File: src/rtl/button_event_gen_pkg.sv
// Shared definitions for the button event generator: clock rate, time
// conversion helpers and the per-channel FSM state encoding.
package button_event_gen_pkg;

    localparam int CLK_HZ = 25000000;

    typedef enum logic [1:0] {
        ST_IDLE   = 2'd0,
        ST_DELAY  = 2'd1,
        ST_REPEAT = 2'd2
    } btn_state_t;

    // Convert a duration in milliseconds into CLK cycles.
    function automatic int ms_to_cycles(input int ms);
        return (CLK_HZ / 1000) * ms;
    endfunction

    function automatic int max_int(input int a, input int b);
        return (a > b) ? a : b;
    endfunction

endpackage

File: src/rtl/button_event_gen_channel.sv
// One button channel: 2-FF synchroniser, debounce counter and the
// press / hold-to-repeat / release event FSM. All outputs are registered.
module button_event_gen_channel
    import button_event_gen_pkg::*;
#(
    parameter int DEBOUNCE_CYCLES = 4,
    parameter int REPEAT_EN       = 1,
    parameter int REPEAT_DELAY    = 20,
    parameter int REPEAT_RATE     = 8
) (
    input  logic clk,
    input  logic rst,
    input  logic btn_raw,
    output logic level,
    output logic press,
    output logic rel
);

    localparam int DEB_W   = $clog2(DEBOUNCE_CYCLES + 1);
    localparam int RPT_MAX = max_int(REPEAT_DELAY, REPEAT_RATE);
    localparam int RPT_W   = $clog2(RPT_MAX + 1);

    localparam logic [DEB_W-1:0] DEB_LAST   = DEB_W'(DEBOUNCE_CYCLES - 1);
    localparam logic [RPT_W-1:0] DELAY_LOAD = RPT_W'(REPEAT_DELAY - 1);
    localparam logic [RPT_W-1:0] RATE_LOAD  = RPT_W'(REPEAT_RATE - 1);

    logic             sync_p0, sync_p1;
    logic [DEB_W-1:0] deb_cnt_q, deb_cnt_d;
    logic             level_q, level_d;
    logic [RPT_W-1:0] rep_cnt_q, rep_cnt_d;
    btn_state_t       state_q, state_d;
    logic             press_q, press_d;
    logic             rel_q, rel_d;
    logic             accept, rise, fall;

    // ---- stage p0/p1: bring the asynchronous button into the CLK domain
    // Two-flop synchroniser; cleared on reset so a held button is re-debounced.
    always_ff @(posedge clk) begin
        if (rst) begin
            sync_p0 <= 1'b0;
            sync_p1 <= 1'b0;
        end else begin
            sync_p0 <= btn_raw;
            sync_p1 <= sync_p0;
        end
    end

    // ---- debounce: accept a new level after it has been stable long enough
    // Count consecutive cycles the synchronised input disagrees with the level.
    always_comb begin
        deb_cnt_d = '0;
        level_d   = level_q;
        accept    = 1'b0;
        if (sync_p1 != level_q) begin
            if (deb_cnt_q == DEB_LAST) begin
                accept  = 1'b1;
                level_d = ~level_q;
            end else begin
                deb_cnt_d = deb_cnt_q + DEB_W'(1);
            end
        end
    end

    assign rise = accept & ~level_q;
    assign fall = accept &  level_q;

    // ---- event FSM: press on rise, delayed then periodic repeats, release on fall
    // Next-state, repeat counter and pulse decode; a fall overrides everything.
    always_comb begin
        state_d   = state_q;
        rep_cnt_d = rep_cnt_q;
        press_d   = 1'b0;
        rel_d     = 1'b0;
        if (fall) begin
            state_d   = ST_IDLE;
            rep_cnt_d = '0;
            rel_d     = 1'b1;
        end else begin
            case (state_q)
                ST_IDLE: begin
                    if (rise) begin
                        state_d   = ST_DELAY;
                        rep_cnt_d = DELAY_LOAD;
                        press_d   = 1'b1;
                    end
                end
                ST_DELAY: begin
                    // With repeats disabled the channel parks here until release.
                    if (REPEAT_EN != 0) begin
                        if (rep_cnt_q == '0) begin
                            state_d   = ST_REPEAT;
                            rep_cnt_d = RATE_LOAD;
                            press_d   = 1'b1;
                        end else begin
                            rep_cnt_d = rep_cnt_q - RPT_W'(1);
                        end
                    end
                end
                ST_REPEAT: begin
                    if (rep_cnt_q == '0) begin
                        rep_cnt_d = RATE_LOAD;
                        press_d   = 1'b1;
                    end else begin
                        rep_cnt_d = rep_cnt_q - RPT_W'(1);
                    end
                end
                default: begin
                    state_d   = ST_IDLE;
                    rep_cnt_d = '0;
                end
            endcase
        end
    end

    // ---- output stage: register level, counters, state and pulses
    // State and output registers; reset takes priority over any event.
    always_ff @(posedge clk) begin
        if (rst) begin
            deb_cnt_q <= '0;
            level_q   <= 1'b0;
            rep_cnt_q <= '0;
            state_q   <= ST_IDLE;
            press_q   <= 1'b0;
            rel_q     <= 1'b0;
        end else begin
            deb_cnt_q <= deb_cnt_d;
            level_q   <= level_d;
            rep_cnt_q <= rep_cnt_d;
            state_q   <= state_d;
            press_q   <= press_d;
            rel_q     <= rel_d;
        end
    end

    assign level = level_q;
    assign press = press_q;
    assign rel   = rel_q;

endmodule

File: src/rtl/button_event_gen.sv
// Button event generator top: N_BTN fully independent channels, each
// producing a debounced level plus press/repeat and release pulses.
module button_event_gen
    import button_event_gen_pkg::*;
#(
    parameter int N_BTN           = 2,
    parameter int DEBOUNCE_CYCLES = ms_to_cycles(10),
    parameter int REPEAT_EN       = 1,
    parameter int REPEAT_DELAY    = ms_to_cycles(500),
    parameter int REPEAT_RATE     = ms_to_cycles(100)
) (
    input  logic             CLK,
    input  logic             RST,
    input  logic [N_BTN-1:0] BTN_IN,
    output logic [N_BTN-1:0] BTN_LEVEL,
    output logic [N_BTN-1:0] BTN_PRESS,
    output logic [N_BTN-1:0] BTN_RELEASE
);

    for (genvar i = 0; i < N_BTN; i++) begin : g_ch
        button_event_gen_channel #(
            .DEBOUNCE_CYCLES (DEBOUNCE_CYCLES),
            .REPEAT_EN       (REPEAT_EN),
            .REPEAT_DELAY    (REPEAT_DELAY),
            .REPEAT_RATE     (REPEAT_RATE)
        ) u_ch (
            .clk     (CLK),
            .rst     (RST),
            .btn_raw (BTN_IN[i]),
            .level   (BTN_LEVEL[i]),
            .press   (BTN_PRESS[i]),
            .rel     (BTN_RELEASE[i])
        );
    end

endmodule

File: config.mk
export PLATFORM = sky130hd
export DESIGN_NAME = button_event_gen
export DESIGN_NICKNAME = d
export VERILOG_FILES = /design/src/rtl/button_event_gen_pkg.sv /design/src/rtl/button_event_gen_channel.sv /design/src/rtl/button_event_gen.sv
export SDC_FILE = /design/constraint.sdc
export NUM_CORES = 1
export LEC_CHECK = 0
export BUFFER_PORTS_ARGS = -buffer_cell sky130_fd_sc_hd__buf_4
export CORE_MARGIN = 8
export CORE_UTILIZATION = 33
export DETAILED_ROUTE_END_ITERATION = 6
export SLEW_MARGIN = 10
export SYNTH_ARGS = -nofsm -noshare
export SYNTH_HDL_FRONTEND = slang
export SYNTH_HIERARCHICAL = 1
export SYNTH_SLANG_ARGS = --single-unit
File: constraint.sdc
create_clock -name CLK -period 3.1 [get_ports CLK]
set_clock_uncertainty 0.15 [all_clocks]
set_input_delay 0.62 -clock CLK [delete_from_list [all_inputs] [get_ports CLK]]
set_output_delay 0.62 -clock CLK [all_outputs]
set_load 0.02 [all_outputs]
==> Yosys cells after proc, flatten, opt, wreduce, memory -nomap -nowiden <==
Cells that the tools add are included.
{ "totals": {"register_bits": 98, "out_inout_bits": 6, "elab_cells": 80} }
{ "op_classes": {"add_sub_neg": 4, "n_eq_ne": 12, "muxes": 24, "bitwise": 10, "reduce_logical": 14} }
{ "op_table": {"columns": ["operator", "n"], "rows": [
  ["24-bit 2-to-1 mux", 4],
  ["24-bit one-hot mux with 2 select lines", 2],
  ["24-bit logical NOT", 2],
  ["24-bit by 1-bit subtractor with 24-bit output, second input constant", 2],
  ["18-bit by 1-bit adder with 18-bit output, second input constant", 2],
  ["18-bit equality test, second input constant", 2],
  ["2-bit one-hot mux with 3 select lines", 2],
  ["1-bit 2-to-1 mux", 10],
  ["2-bit 2-to-1 mux", 4],
  ["2-bit by 1-bit inequality test with 1-bit output, second input constant", 4],
  ["2-bit OR reduction", 4],
  ["1-bit NOT", 6],
  ["3-bit AND reduction", 2],
  ["3-bit OR reduction", 2],
  ["1-bit bitwise AND", 4],
  ["2-bit by 1-bit equality test with 1-bit output, second input constant", 2],
  ["2-bit equality test, second input constant", 2],
  ["2-bit logical NOT", 2],
  ["1-bit one-hot mux with 2 select lines", 2],
  ["2-bit AND reduction", 2],
  ["1-bit inequality test", 2]
]} }

==> Logic depth before layout (Yosys ltp) <==
Gate-level depths: netlist (run 1).
{ "logic_depth": {"ltp_word": 6, "mapped_depth": 9, "depth_no_buf": 8} }

==> Cells and area by module <==
The synthesis (run 1) kept the hierarchy.
{ "modules_own_cells": {"columns": ["module", "instances", "cells_each", "area_per_inst_um2", "seq_area_each_um2"], "rows": [
  ["button_event_gen_channel (g_ch[1].u_ch)", 1, 318, 2678.8, 980.9],
  ["button_event_gen_channel (g_ch[0].u_ch)", 1, 305, 2581.2, 980.9]
]} }

==> Worst setup path before layout (run 1) <==
No wires, ideal clock.
{ "synth_timing": {"kind": "register -> register", "startpoint": "register g_ch[1].u_ch.rep_cnt_q[0]", "endpoint": "register g_ch[1].u_ch.state_q[0]", "setup_ns": 0.119, "arrival_ns": 2.061, "required_time_ns": 2.831, "slack_ns": 0.771, "stages_incl_launch_ff": 9, "n_path_buf": 1, "period_less_slack_ns": 2.329, "cell_sequence": "dfxtp_1 -> inv_1 -> ha_1 -> nor4b_1 -> and4_1 -> clkbuf_1 -> a21boi_1 -> or2_0 -> o221a_2"} }
{ "synth_via": {"elab_chain_len": 3} }
{ "synth_rtl": {"columns": ["element", "line", "rtl"], "rows": [
  ["start, declared", "button_event_gen_channel.sv:30", "logic [RPT_W-1:0] rep_cnt_q, rep_cnt_d;"],
  ["start signal, assigned", "button_event_gen_channel.sv:128", "rep_cnt_q <= rep_cnt_d;"],
  ["24-bit logical NOT", "button_event_gen_channel.sv:90", "if (rep_cnt_q == '0) begin"],
  ["2-bit by 1-bit inequality test with 1-bit output (no line)", null, null],
  ["3-bit AND reduction (no line)", null, null],
  ["end signal, assigned", "button_event_gen_channel.sv:129", "state_q <= state_d;"],
  ["end, declared", "button_event_gen_channel.sv:31", "btn_state_t state_q, state_d;"]
]} }
No other way between the ends.
A chain may end at the register's enable or synchronous reset.

==> Worst setup path in the final report (run 1) <==
{ "layout_timing": {"startpoint": "register g_ch[1].u_ch.rep_cnt_q[0]", "endpoint": "register g_ch[1].u_ch.rep_cnt_q[18]"} }
{ "layout_via": {"elab_chain_len": 3} }
{ "layout_rtl": {"columns": ["element", "line", "rtl"], "rows": [
  ["24-bit by 1-bit subtractor with 24-bit output or 24-bit logical NOT (tied branches)", null, null],
  ["24-bit 2-to-1 mux (*)", "button_event_gen_channel.sv:90, button_event_gen_channel.sv:100", null],
  ["24-bit one-hot mux with 2 select lines (*)", "button_event_gen_channel.sv:79", "case (state_q)"]
]} }
Every way passes the cells marked *; elsewhere a longest branch is shown, timed or not.

==> results of run 1 <==
[metal layers]
metal  up-vias  global-route usage (%)
li1       2314                       -
met1      2258                    16.1
met2       115                    20.7
met3        15                    2.99
met4         0                    3.96
met5         -                       0
[logic make-up (layout without fill, tap and decap cells)]
logic type | Yosys count | after routing | synth area share (%)
AO/OA/AOI/OAI | 142 | 142 | 18.4
multiplexers | 3 | 3 | 0.571
buffers and inverters | 48 | 55 | 3.78
AND/OR/NAND/NOR | 276 | 276 | 29.6
adder cells (fa/ha/maj) | 15 | 15 | 3.57
flip-flops | 98 | 98 | 37.3
XOR/XNOR | 41 | 41 | 6.83
[worst paths after layout]
check	from	endpoint	slack [ns]	cells past startpoint
max	g_ch[1].u_ch/rep_cnt_q[0]	g_ch[1].u_ch/rep_cnt_q[18]	0.31	7
min	g_ch[0].u_ch/deb_cnt_q[0]	g_ch[0].u_ch/deb_cnt_q[0]	0.29	1
max reg2reg	g_ch[1].u_ch/rep_cnt_q[0]	g_ch[1].u_ch/rep_cnt_q[18]	0.31	7
min reg2reg	g_ch[0].u_ch/deb_cnt_q[0]	g_ch[0].u_ch/deb_cnt_q[0]	0.29	1
[cells in the final DEF, fill, tap and decap left out, types with 5 or more instances in the layout]
cell	count
or4_1	11
clkbuf_16	9
or3_1	8
nand2_1	40
nor3_1	19
o22ai_1	7
and4_1	8
xnor2_1	21
nand3_1	25
ha_1	15
and2_1	5
a31oi_1	15
o21ai_0	16
nor2b_1	9
nand4_1	14
o31ai_1	12
dfxtp_1	98
o211ai_1	8
and3_1	10
nor4b_1	5
buf_4	15
nand2b_1	6
inv_1	24
nor4_1	10
a41oi_1	6
a21oi_1	29
xor2_1	20
o21ai_1	11
nor2_1	77
[sequential cells by signal (all words and copies together), names as in the netlist]
name and cells:
g_ch.u_ch/rep_cnt_q 48, g_ch.u_ch/sync_p1 2, g_ch.u_ch/state_q 4, g_ch.u_ch/rel 2, g_ch.u_ch/sync_p0 2, g_ch.u_ch/press 2
g_ch.u_ch/level 2, g_ch.u_ch/deb_cnt_q 36
[power groups by stage]
stage                     Clock, mW  Combinational [mW]  Sequential [mW]
after floorplan                   0              0.0250             1.29
after global placement            0              0.0393             1.29
after detailed placement          0              0.0398             1.29
after CTS                      1.24              0.0400             1.26
after global routing           1.29              0.0443             1.26
final                          1.21              0.0404             1.26
[critical path, stage by stage (launching register included)]
cell     delay [ns]
dfxtp_1        0.34
inv_1          0.11
ha_1           0.23
nor4b_1        0.60
nand4_1        0.46
or3_1          0.47
a41oi_1        0.21
o22ai_1        0.09
[through the flow]
stage / hold slack (ns) / setup slack, ns / util [%]
5_1_grt: 0.318 / 0.0869 / 37.2
2_1_floorplan: 0.263 / 0.771 / -
6_report: 0.294 / 0.312 / 37.2
3_5_place_dp: 0.282 / 0.388 / 35.2
4_1_cts: 0.296 / 0.341 / 37.2
3_3_place_gp: 0.269 / 0.458 / 35.2
[area by class of cell]
class	count	area (µm²)	area share [%]
tap	216	270	4.62
clock buffer	10	229	3.91
multi-input combinational	477	3100	53.0
clock inverter	6	87.6	1.50
inverter	24	90.1	1.54
sequential	98	1960	33.5
timing repair buffer	15	113	1.92
==> summary.txt, run 1 <==
Clock tree
  • Clock root buffer: clkbuf_16
  • Clock latency on the worst-skew pair: 0.34 ns
  • Clk buf depth: 2
  • Clock tree sinks: 98
  • Number of H-tree levels: 3
  • Setup Fix Bufs, Post-CTS: 0
  • CTS tree: yes
  • CTS buffer count: 9
  • Post-CTS Hold Buffers: 0
  • Post-cts sizing count: 0
  • Clk slew on worst S/H paths: 0.07 ns

Pwr
  • Net Switching: 0.529 mW
  • Int Power: between 1.5 and 2 mW
  • Power Total: 2.51 mW
  • Net Sw Frac: 21.1%
  • Worst IR Drop VDD: between 0.3 and 0.4 mV
  • Pwr Density: approximately 430 nW/µm²
  • Comb pwr share: 1.6%
  • Clock Power Share: between 40% and 50%
  • Pleak: 2.08 nW
  • Reg power frac: 50.2%

Detailed routing
  • DRC viols: 0
  • Drt wl/cell: 14.9 µm
  • 1st-pass router iterations: 5
  • Met2 routed WL: 5930 µm
  • Highest Signal Layer: met4
  • Remaining antenna violation count: 0
  • DR WL met3: between 600 and 700 µm
  • DR iter-0 viols: just under 500
  • Met1 WL: about 5800 µm
  • Vias per cell: 5.56
  • Vias: 4702
  • Total Wirelength: approximately 13000 µm

Timing
  • FMAX: 359 MHz
  • Slew @ Worst Pin: 0.756 ns
  • Setup TNS: 0 ns
  • Final worst path period share: 89.9%
  • Hold Vio Cnt, Final: 0
  • Setup-failing EPs final: 0
  • Final Max Slew Viols: 0
  • Slew headroom: 49.3%
  • Unrepaired setup endpoints after global routing: false
  • Minimum clock period: around 2.8 ns

Floorplanning
  • Area of the die: between 20000 and 25000 µm²
  • Starting density of the core: 33.5%
  • Die extent in x: 142 µm
  • Die height: roughly 140 µm
  • Site Rows: 46
  • # IOs: 10
  • Core Area: between 15000 and 20000 µm²

Layout
  • Fill cells: 1594
  • Area growth syn-to-layout: 11.2%
  • Share of cells above drive strength 1: 9.05%
  • Post-layout net count: 644
  • Final cell count without fillers: 846
  • Diodes inserted: 0
  • Final instance area: 5850 µm²

Synth
  • Count leader, synth: dfxtp_1
  • Post-synth EDFFs: 0
  • Top FF cell, synth: dfxtp_1
  • Synth top area share: between 30% and 40%
  • Post-Syn Nets: 642
  • Async set or reset register ratio after synthesis: 0%
  • Syn avg cell area: 8.44 µm²
  • Ranking of synthesized cells by area: dfxtp_1, nor2_1, ha_1, xnor2_1, xor2_1
  • Register bit count reported by yosys: 98
  • Synth unique cells: 72
  • YS warnings: 6
  • Seq/Total Area, Yosys: 37.3%
  • Cell taking the most area after synthesis: dfxtp_1
  • Top cells by count, synth: dfxtp_1, nor2_1, nand2_1
  • Syn Inst Count: between 600 and 700
  • Post-synthesis cell area: around 5300 µm²

Place
  • Placed cell areas: about 5500 µm²
  • Inst Count DP: 830
  • IO Port Bufs: 9
  • Routability congestion estimate: 0.868
  • DP HPWL: 8890 µm

Status
  • Status: finished, final reports clean

Global route
  • Initial antenna violation count: 0
  • GRT Util Overall: 12.7%
  • First-pass GRT wire length: approximately 21000 µm
  • Number of global-route vias before repair: about 4400
  • Gr ovfl total: 0
  • Largest net degree at the start of global routing: 26

Worst setup path
  • Worst EP required: 3.15 ns
  • Arrival time worst endpoint: 2.84 ns
  • CP Capture Type: flop
  • CP Class: flop to flop
  • Kind of start point of the critical path: flop
  • CP max FO: 8

Flow run
  • Max-Cap Viols: 0

Worst hold path
  • Hold Path Class: flop to flop
Power figures use the tool's default switching activity.
==> inputs of run 2 (changes only) <==
ABC_AREA = 1   (was unset)
==> run 2 against run 1 <==
  * Critical path type unchanged
  * Die area is 8.3% higher
  * Sequential power hardly changed
  * Highest routed layer unchanged
  * Largest cell class unchanged
  * Combinational power is 13% lower
  * Area after synthesis is 9.3% higher
==> summary.txt, run 2 <==
Status
  • Status: finished, final reports clean

Timing
  • Slew @ Worst Pin: 0.789 ns (+0.0330 ns)
  • Slew headroom: 47.2% (-2.0 points)
  • Setup TNS: 0 ns (unchanged)
  • Final worst path period share: 69.2% (-21 points)
  • Minimum clock period: 2.15 ns (-0.641 ns)
  • Setup-failing EPs final: 0 (unchanged)
  • FMAX: 466 MHz (+30%)
  • Hold Vio Cnt, Final: 0 (unchanged)
  • Hold_ws: 0.249 ns (-0.0448 ns)
  • Unrepaired setup endpoints after global routing: false
  • Final Max Slew Viols: 0 (unchanged)

Clock tree
  • Clk buf depth: 2 (unchanged)
  • Clock root buffer: clkbuf_16
  • Clk slew on worst S/H paths: 0.06 ns (about the same)
  • Clock tree sinks: 98 (unchanged)
  • CTS buffer count: 9 (unchanged)
  • Post-CTS Hold Buffers: 0 (unchanged)
  • Clock latency on the worst-skew pair: 0.34 ns (about the same)
  • Setup Fix Bufs, Post-CTS: 0 (unchanged)
  • Number of H-tree levels: 3 (unchanged)
  • CTS tree: yes
  • Post-cts sizing count: 0 (unchanged)

Worst setup path
  • CP Capture Type: flop
  • Arrival time worst endpoint: 2.28 ns (-0.56 ns)
  • CP max FO: 22 (+14)
  • CP Class: flop to flop
  • Worst EP required: 3.23 ns (+0.08 ns)
  • Critical Path Start: g_ch[0].u_ch/deb_cnt_q[0]
  • Kind of start point of the critical path: flop
  • Reg2Reg Launch Point: g_ch[0].u_ch/deb_cnt_q[0]

Place
  • IO Port Bufs: 9 (unchanged)
  • Placed cell areas: 6020 µm² (+8.7%)
  • Routability congestion estimate: 0.853 (-1.8%)
  • DP HPWL: 9650 µm (+8.6%)

Layout
  • Post-layout util: 36.5% (-0.73 points)
  • Commonest non-fill, non-tap cells in the layout: nand2_1, nor2_1, dfxtp_1
  • Regs by FF count: g_ch.u_ch/rep_cnt_q x48, g_ch.u_ch/deb_cnt_q x36, g_ch.u_ch/state_q x4
  • Most common cell after layout, fill and taps aside: nand2_1
  • Diodes inserted: 0 (unchanged)
  • Fill cells: 1897 (+19%)
  • Multi-input logic area: 3320 µm² (+7.1%)
  • Sequential Area: 1960 µm² (unchanged)
  • Post-layout net count: 931 (+45%)
  • Area growth syn-to-layout: 9.01%
  • Largest register FFs: 48 (unchanged)
  • Final instance area: 6270 µm² (+7.2%)
  • Share of cells above drive strength 1: 6.67% (-2.4 points)
  • Reg with most FFs: g_ch.u_ch/rep_cnt_q

Worst hold path
  • Hold Path Class: flop to flop
  • Min-delay src: g_ch[1].u_ch/sync_p0

Pwr
  • Pleak: 2.78 nW (+34%)
  • Power Total: 2.29 mW (-8.7%)
  • Worst IR Drop VDD: 0.258 mV (-21%)
  • Pwr Density: 366 nW/µm² (-15%)

Detailed routing
  • Drt wl/cell: 11.3 µm (-24%)
  • Remaining antenna violation count: 0 (unchanged)
  • 1st-pass router iterations: 5 (unchanged)
  • Vias: 5368 (+14%)
  • Total Wirelength: 12900 µm (+2.4%)
  • Vias per cell: 4.71 (-15%)
  • DRC viols: 0 (unchanged)
  • DR iter-0 viols: 353 (-28%)

Floorplanning
  • Starting density of the core: 33.5% (about the same)
  • Core Area: 17200 µm² (+9.3%)
  • Site Rows: 48 (+4.3%)
  • Die extent in x: 148 µm (+4.1%)
  • # IOs: 10 (unchanged)
  • Die height: 148 µm (+4.1%)
  • Area of the die: 21900 µm² (+8.3%)

Synth
  • Post-Syn Nets: 922 (+44%)
  • Synth top area share: 34.1% (-3.2 points)
  • Ranking of synthesized cells by area: dfxtp_1, nand2_1, nor2_1, inv_1, nand3_1
  • Top FF cell, synth: dfxtp_1
  • Top cells by count, synth: nand2_1, nor2_1, dfxtp_1
  • Syn Inst Count: 903 (+45%)
  • Seq/Total Area, Yosys: 34.1% (-3.2 points)
  • Cell taking the most area after synthesis: dfxtp_1
  • Post-synth EDFFs: 0 (unchanged)
  • Synth unique cells: 42 (-42%)
  • Async set or reset register ratio after synthesis: 0% (unchanged)
  • Count leader, synth: nand2_1
  • YS warnings: 6 (unchanged)
  • Post-synthesis cell area: 5750 µm² (+9.3%)
  • Register bit count reported by yosys: 98 (unchanged)
  • Syn avg cell area: 6.37 µm² (-25%)

Global route
  • Initial antenna violation count: 0 (unchanged)
  • Gr ovfl total: 0 (unchanged)
  • Largest net degree at the start of global routing: 23 (-12%)
  • Number of global-route vias before repair: 4998 (+14%)
  • GRT Util Overall: 12.4% (-0.24 points)
  • First-pass GRT wire length: 22800 µm (+7.2%)

Flow run
  • Max-Cap Viols: 0 (unchanged)
[run 2: logic make-up after synthesis]
kind of cell | count (synthesis) | share of synthesized area (%)
buffers and inverters | 113 | 8.18
xor gates and xnor gates | 20 | 3.05
and+or+nand+nor | 593 | 45.3
AOI/OAI and AO/OA | 64 | 6.09
DFF | 98 | 34.1
adders and majority gates | 15 | 3.26
[run 2: through the flow]
stage / cells / setup slack [ns]
after floorplan: 903 / 1.32
after global placement: 1126 / 0.982
after detailed placement: 1126 / 0.944
after CTS: 1140 / 0.925
after global routing: 1140 / 0.742
final: 1140 / 0.953
[run 2: layout make-up]
type / instances / area share (%)
Multi-Input combinational cell: 692 / 52.9
Clock buffer: 11 / 3.71
Tap cell: 225 / 4.49
Inverter: 102 / 6.19
Timing Repair Buffer: 9 / 1.08
Sequential cell: 98 / 31.3
Clock inverter: 3 / 0.299
[run 2: path summary, 6_finish.rpt]
path / slack [ns] / to / cells after the start
min: 0.25 / g_ch[1].u_ch/sync_p1 / 2
max: 0.95 / g_ch[0].u_ch/rep_cnt_q[15] / 10
max reg2reg: 0.95 / g_ch[0].u_ch/rep_cnt_q[15] / 10
min reg2reg: 0.25 / g_ch[1].u_ch/sync_p1 / 2
[run 2: power by group]
part	internal, mW	switching, mW	leakage, nW
clock	0.534	0.461	0.125
sequential	1.26	0.00209	0.790
combinational	0.00859	0.0264	1.87
total	1.80	0.489	2.78
[run 2: metal layers]
layer  part of all wire [%]  track usage (%)  vias up
met3                    3.4             2.57       17
li1                       -                -     2867
met1                     47             14.9     2401
met4                    2.0             5.00        0
met5                      0                0        -
met2                     47             21.3       83
[run 2: critical path: stages, from the launching register on]
cell and delay, ns:
dfxtp_1 0.35, ha_1 0.23, nand2_1 0.12, nor2_2 0.06, inv_2 0.07, nor2_4 0.05
nand3_2 0.11, nand2_4 0.16, nor2_2 0.59, nand2_1 0.11, nand2_1 0.09
==> inputs of run 3 (changes only) <==
clock period = 2.2 ns   (was 3.1 ns; I/O delays follow)
==> run 3 against run 2 <==
  * Maximum frequency is 8.9% higher
  * Wire length is 0.53% lower
  * Register-to-register slack worse by 0.73 ns
  * Combinational power is 62% higher
  * Clock power is 72% higher
  * Die area stayed put
  * First-iteration DRC count is 24% lower
  * Sequential cell count stayed put
==> summary.txt, run 3 (synthesized netlist as in run 2, its figures left out) <==
Layout
  • Diodes inserted: 0 (unchanged)
  • Area growth syn-to-layout: 12.0%
  • Reg with most FFs: g_ch.u_ch/rep_cnt_q
  • Post-layout net count: 941 (+1.1%)
  • Most common cell after layout, fill and taps aside: nand2_1
  • Share of cells above drive strength 1: 7.98% (+1.3 points)
  • Largest register FFs: 48 (unchanged)
  • Commonest non-fill, non-tap cells in the layout: nand2_1, nor2_1, dfxtp_1
  • Regs by FF count: g_ch.u_ch/rep_cnt_q x48, g_ch.u_ch/deb_cnt_q x36, g_ch.u_ch/state_q x4

Global route
  • First-pass GRT wire length: 22700 µm (-0.24%)
  • Largest net degree at the start of global routing: 19 (-17%)
  • Initial antenna violation count: 0 (unchanged)
  • Number of global-route vias before repair: 4890 (-2.2%)
  • Gr ovfl total: 0 (unchanged)
  • GRT Util Overall: 12.4% (about the same)

Clock tree
  • Clk buf depth: 2 (unchanged)
  • Clock tree sinks: 98 (unchanged)
  • Setup Fix Bufs, Post-CTS: 0 (unchanged)
  • Clk slew on worst S/H paths: 0.07 ns (about the same)
  • CTS buffer count: 9 (unchanged)
  • Number of H-tree levels: 3 (unchanged)
  • Clock latency on the worst-skew pair: 0.35 ns (about the same)
  • CTS tree: yes
  • Post-cts sizing count: 0 (unchanged)
  • Post-CTS Hold Buffers: 0 (unchanged)
  • Clock root buffer: clkbuf_16

Pwr
  • Pleak: 2.86 nW (+2.9%)
  • Comb pwr share: 1.6% (about the same)
  • Int Power: 2.82 mW (+57%)
  • Net Switching: 0.719 mW (+47%)
  • Clock Power Share: 48.2% (+4.8 points)
  • Worst IR Drop VDD: 0.409 mV (+59%)
  • Reg power frac: 50.2% (-4.9 points)
  • Net Sw Frac: 20.3% (-1.0 points)
  • Pwr Density: 550 nW/µm² (+50%)

Worst hold path
  • Hold Path Class: primary input to flop

Floorplanning
  • Starting density of the core: 33.5% (unchanged)
  • Die height: 148 µm (unchanged)
  • # IOs: 10 (unchanged)
  • Die extent in x: 148 µm (unchanged)
  • Site Rows: 48 (unchanged)
  • Area of the die: 21900 µm² (unchanged)
  • Core Area: 17200 µm² (unchanged)

Worst setup path
  • CP max FO: 6 (-73%)
  • CP Capture Type: flop
  • CP Class: flop to flop
  • Worst EP required: 2.35 ns (-0.88 ns)
  • Kind of start point of the critical path: flop
  • Arrival time worst endpoint: 2.12 ns (-0.16 ns)

Detailed routing
  • Remaining antenna violation count: 0 (unchanged)
  • 1st-pass router iterations: 5 (unchanged)
  • Vias: 5297 (-1.3%)
  • DRC viols: 0 (unchanged)
  • Vias per cell: 4.60 (-2.4%)
  • Total Wirelength: 12800 µm (-0.53%)
  • Drt wl/cell: 11.1 µm (-1.6%)
  • DR iter-0 viols: 270 (-24%)

Flow run
  • Max-Cap Viols: 0 (unchanged)

Place
  • IO Port Bufs: 9 (unchanged)
  • DP HPWL: 9430 µm (-2.3%)
  • Routability congestion estimate: 0.842 (-1.2%)

Timing
  • FMAX: 507 MHz (+8.9%)
  • Setup-failing EPs final: 0 (unchanged)
  • Setup TNS: 0 ns (unchanged)
  • Hold Vio Cnt, Final: 0 (unchanged)
  • Minimum clock period: 1.97 ns (-0.175 ns)
  • Final Max Slew Viols: 0 (unchanged)
  • Final worst path period share: 89.6% (+20 points)
  • Slew @ Worst Pin: 0.798 ns (+0.00929 ns)
  • Slew headroom: 46.6% (-0.62 points)
  • Unrepaired setup endpoints after global routing: false
  • Hold_ws: 0.141 ns (-0.109 ns)

Status
  • Status: finished, final reports clean
## run 3: cell count changes in the layout (fill, tap and decap cells not counted), sizes merged
cell / previous run / this run
buf: 9 / 19
clkinv: 6 / 3
bufinv: 0 / 2
clkinvlp: 0 / 2
clkbuf: 11 / 12
## run 3: metal layers
metal	up-vias	global-route usage, %	routed length [µm]
met1	2374	15.7	6480
li1	2872	-	-
met4	0	3.67	151
met5	-	0	0
met2	40	20.7	5890
met3	11	2.69	312
## run 3: area by class of cell
| class | count | area, µm² |
|---|---|---|
| fill | 1866 | 10700 |
| tap | 225 | 282 |
| multi-input combinational | 692 | 3330 |
| inverter | 102 | 388 |
| clock inverter | 4 | 75.1 |
| clock buffer | 12 | 246 |
| timing repair buffer | 19 | 155 |
| sequential | 98 | 1960 |
## run 3: final timing paths
path                                  start  slack [ns]  depth (start not counted)                        end
setup / recovery  g_ch[1].u_ch/rep_cnt_q[0]        0.23                         11  g_ch[1].u_ch/rep_cnt_q[3]
hold / removal                    BTN_IN[0]        0.14                          3       g_ch[0].u_ch/sync_p0
setup reg to reg  g_ch[1].u_ch/rep_cnt_q[0]        0.23                         11  g_ch[1].u_ch/rep_cnt_q[3]
hold reg to reg        g_ch[0].u_ch/sync_p0        0.25                          2       g_ch[0].u_ch/sync_p1
## run 3: stage by stage
stage	std cells	util, %	setup slack (ns)	instance area (µm²)	power [mW]
finish	1152	37.5	0.228	6440	3.54
global route	1152	37.5	0.0123	6440	3.69
CTS	1152	37.4	0.0722	6430	3.61
detailed placement	1136	35.5	0.0821	6110	1.88
global placement	1136	35.5	0.0928	6110	1.88
floorplan	903	-	0.417	5750	1.86
## run 3: power groups by stage
stage / clock, mW / combinational (mW) / sequential (mW)
finish: 1.71 / 0.0568 / 1.78
global route: 1.85 / 0.0641 / 1.78
CTS: 1.77 / 0.0571 / 1.78
detailed placement: 0 / 0.0570 / 1.82
global placement: 0 / 0.0573 / 1.82
floorplan: 0 / 0.0360 / 1.82
## run 3: worst max-delay path: stages, from the launching register on
cell,delay [ns]
dfxtp_1,0.32
inv_1,0.10
ha_1,0.19
nand2_1,0.13
nor2_4,0.20
nand3b_1,0.17
nor2_1,0.23
a21oi_1,0.10
buf_4,0.17
nand2_1,0.06
nand2_1,0.05
nand2_1,0.06
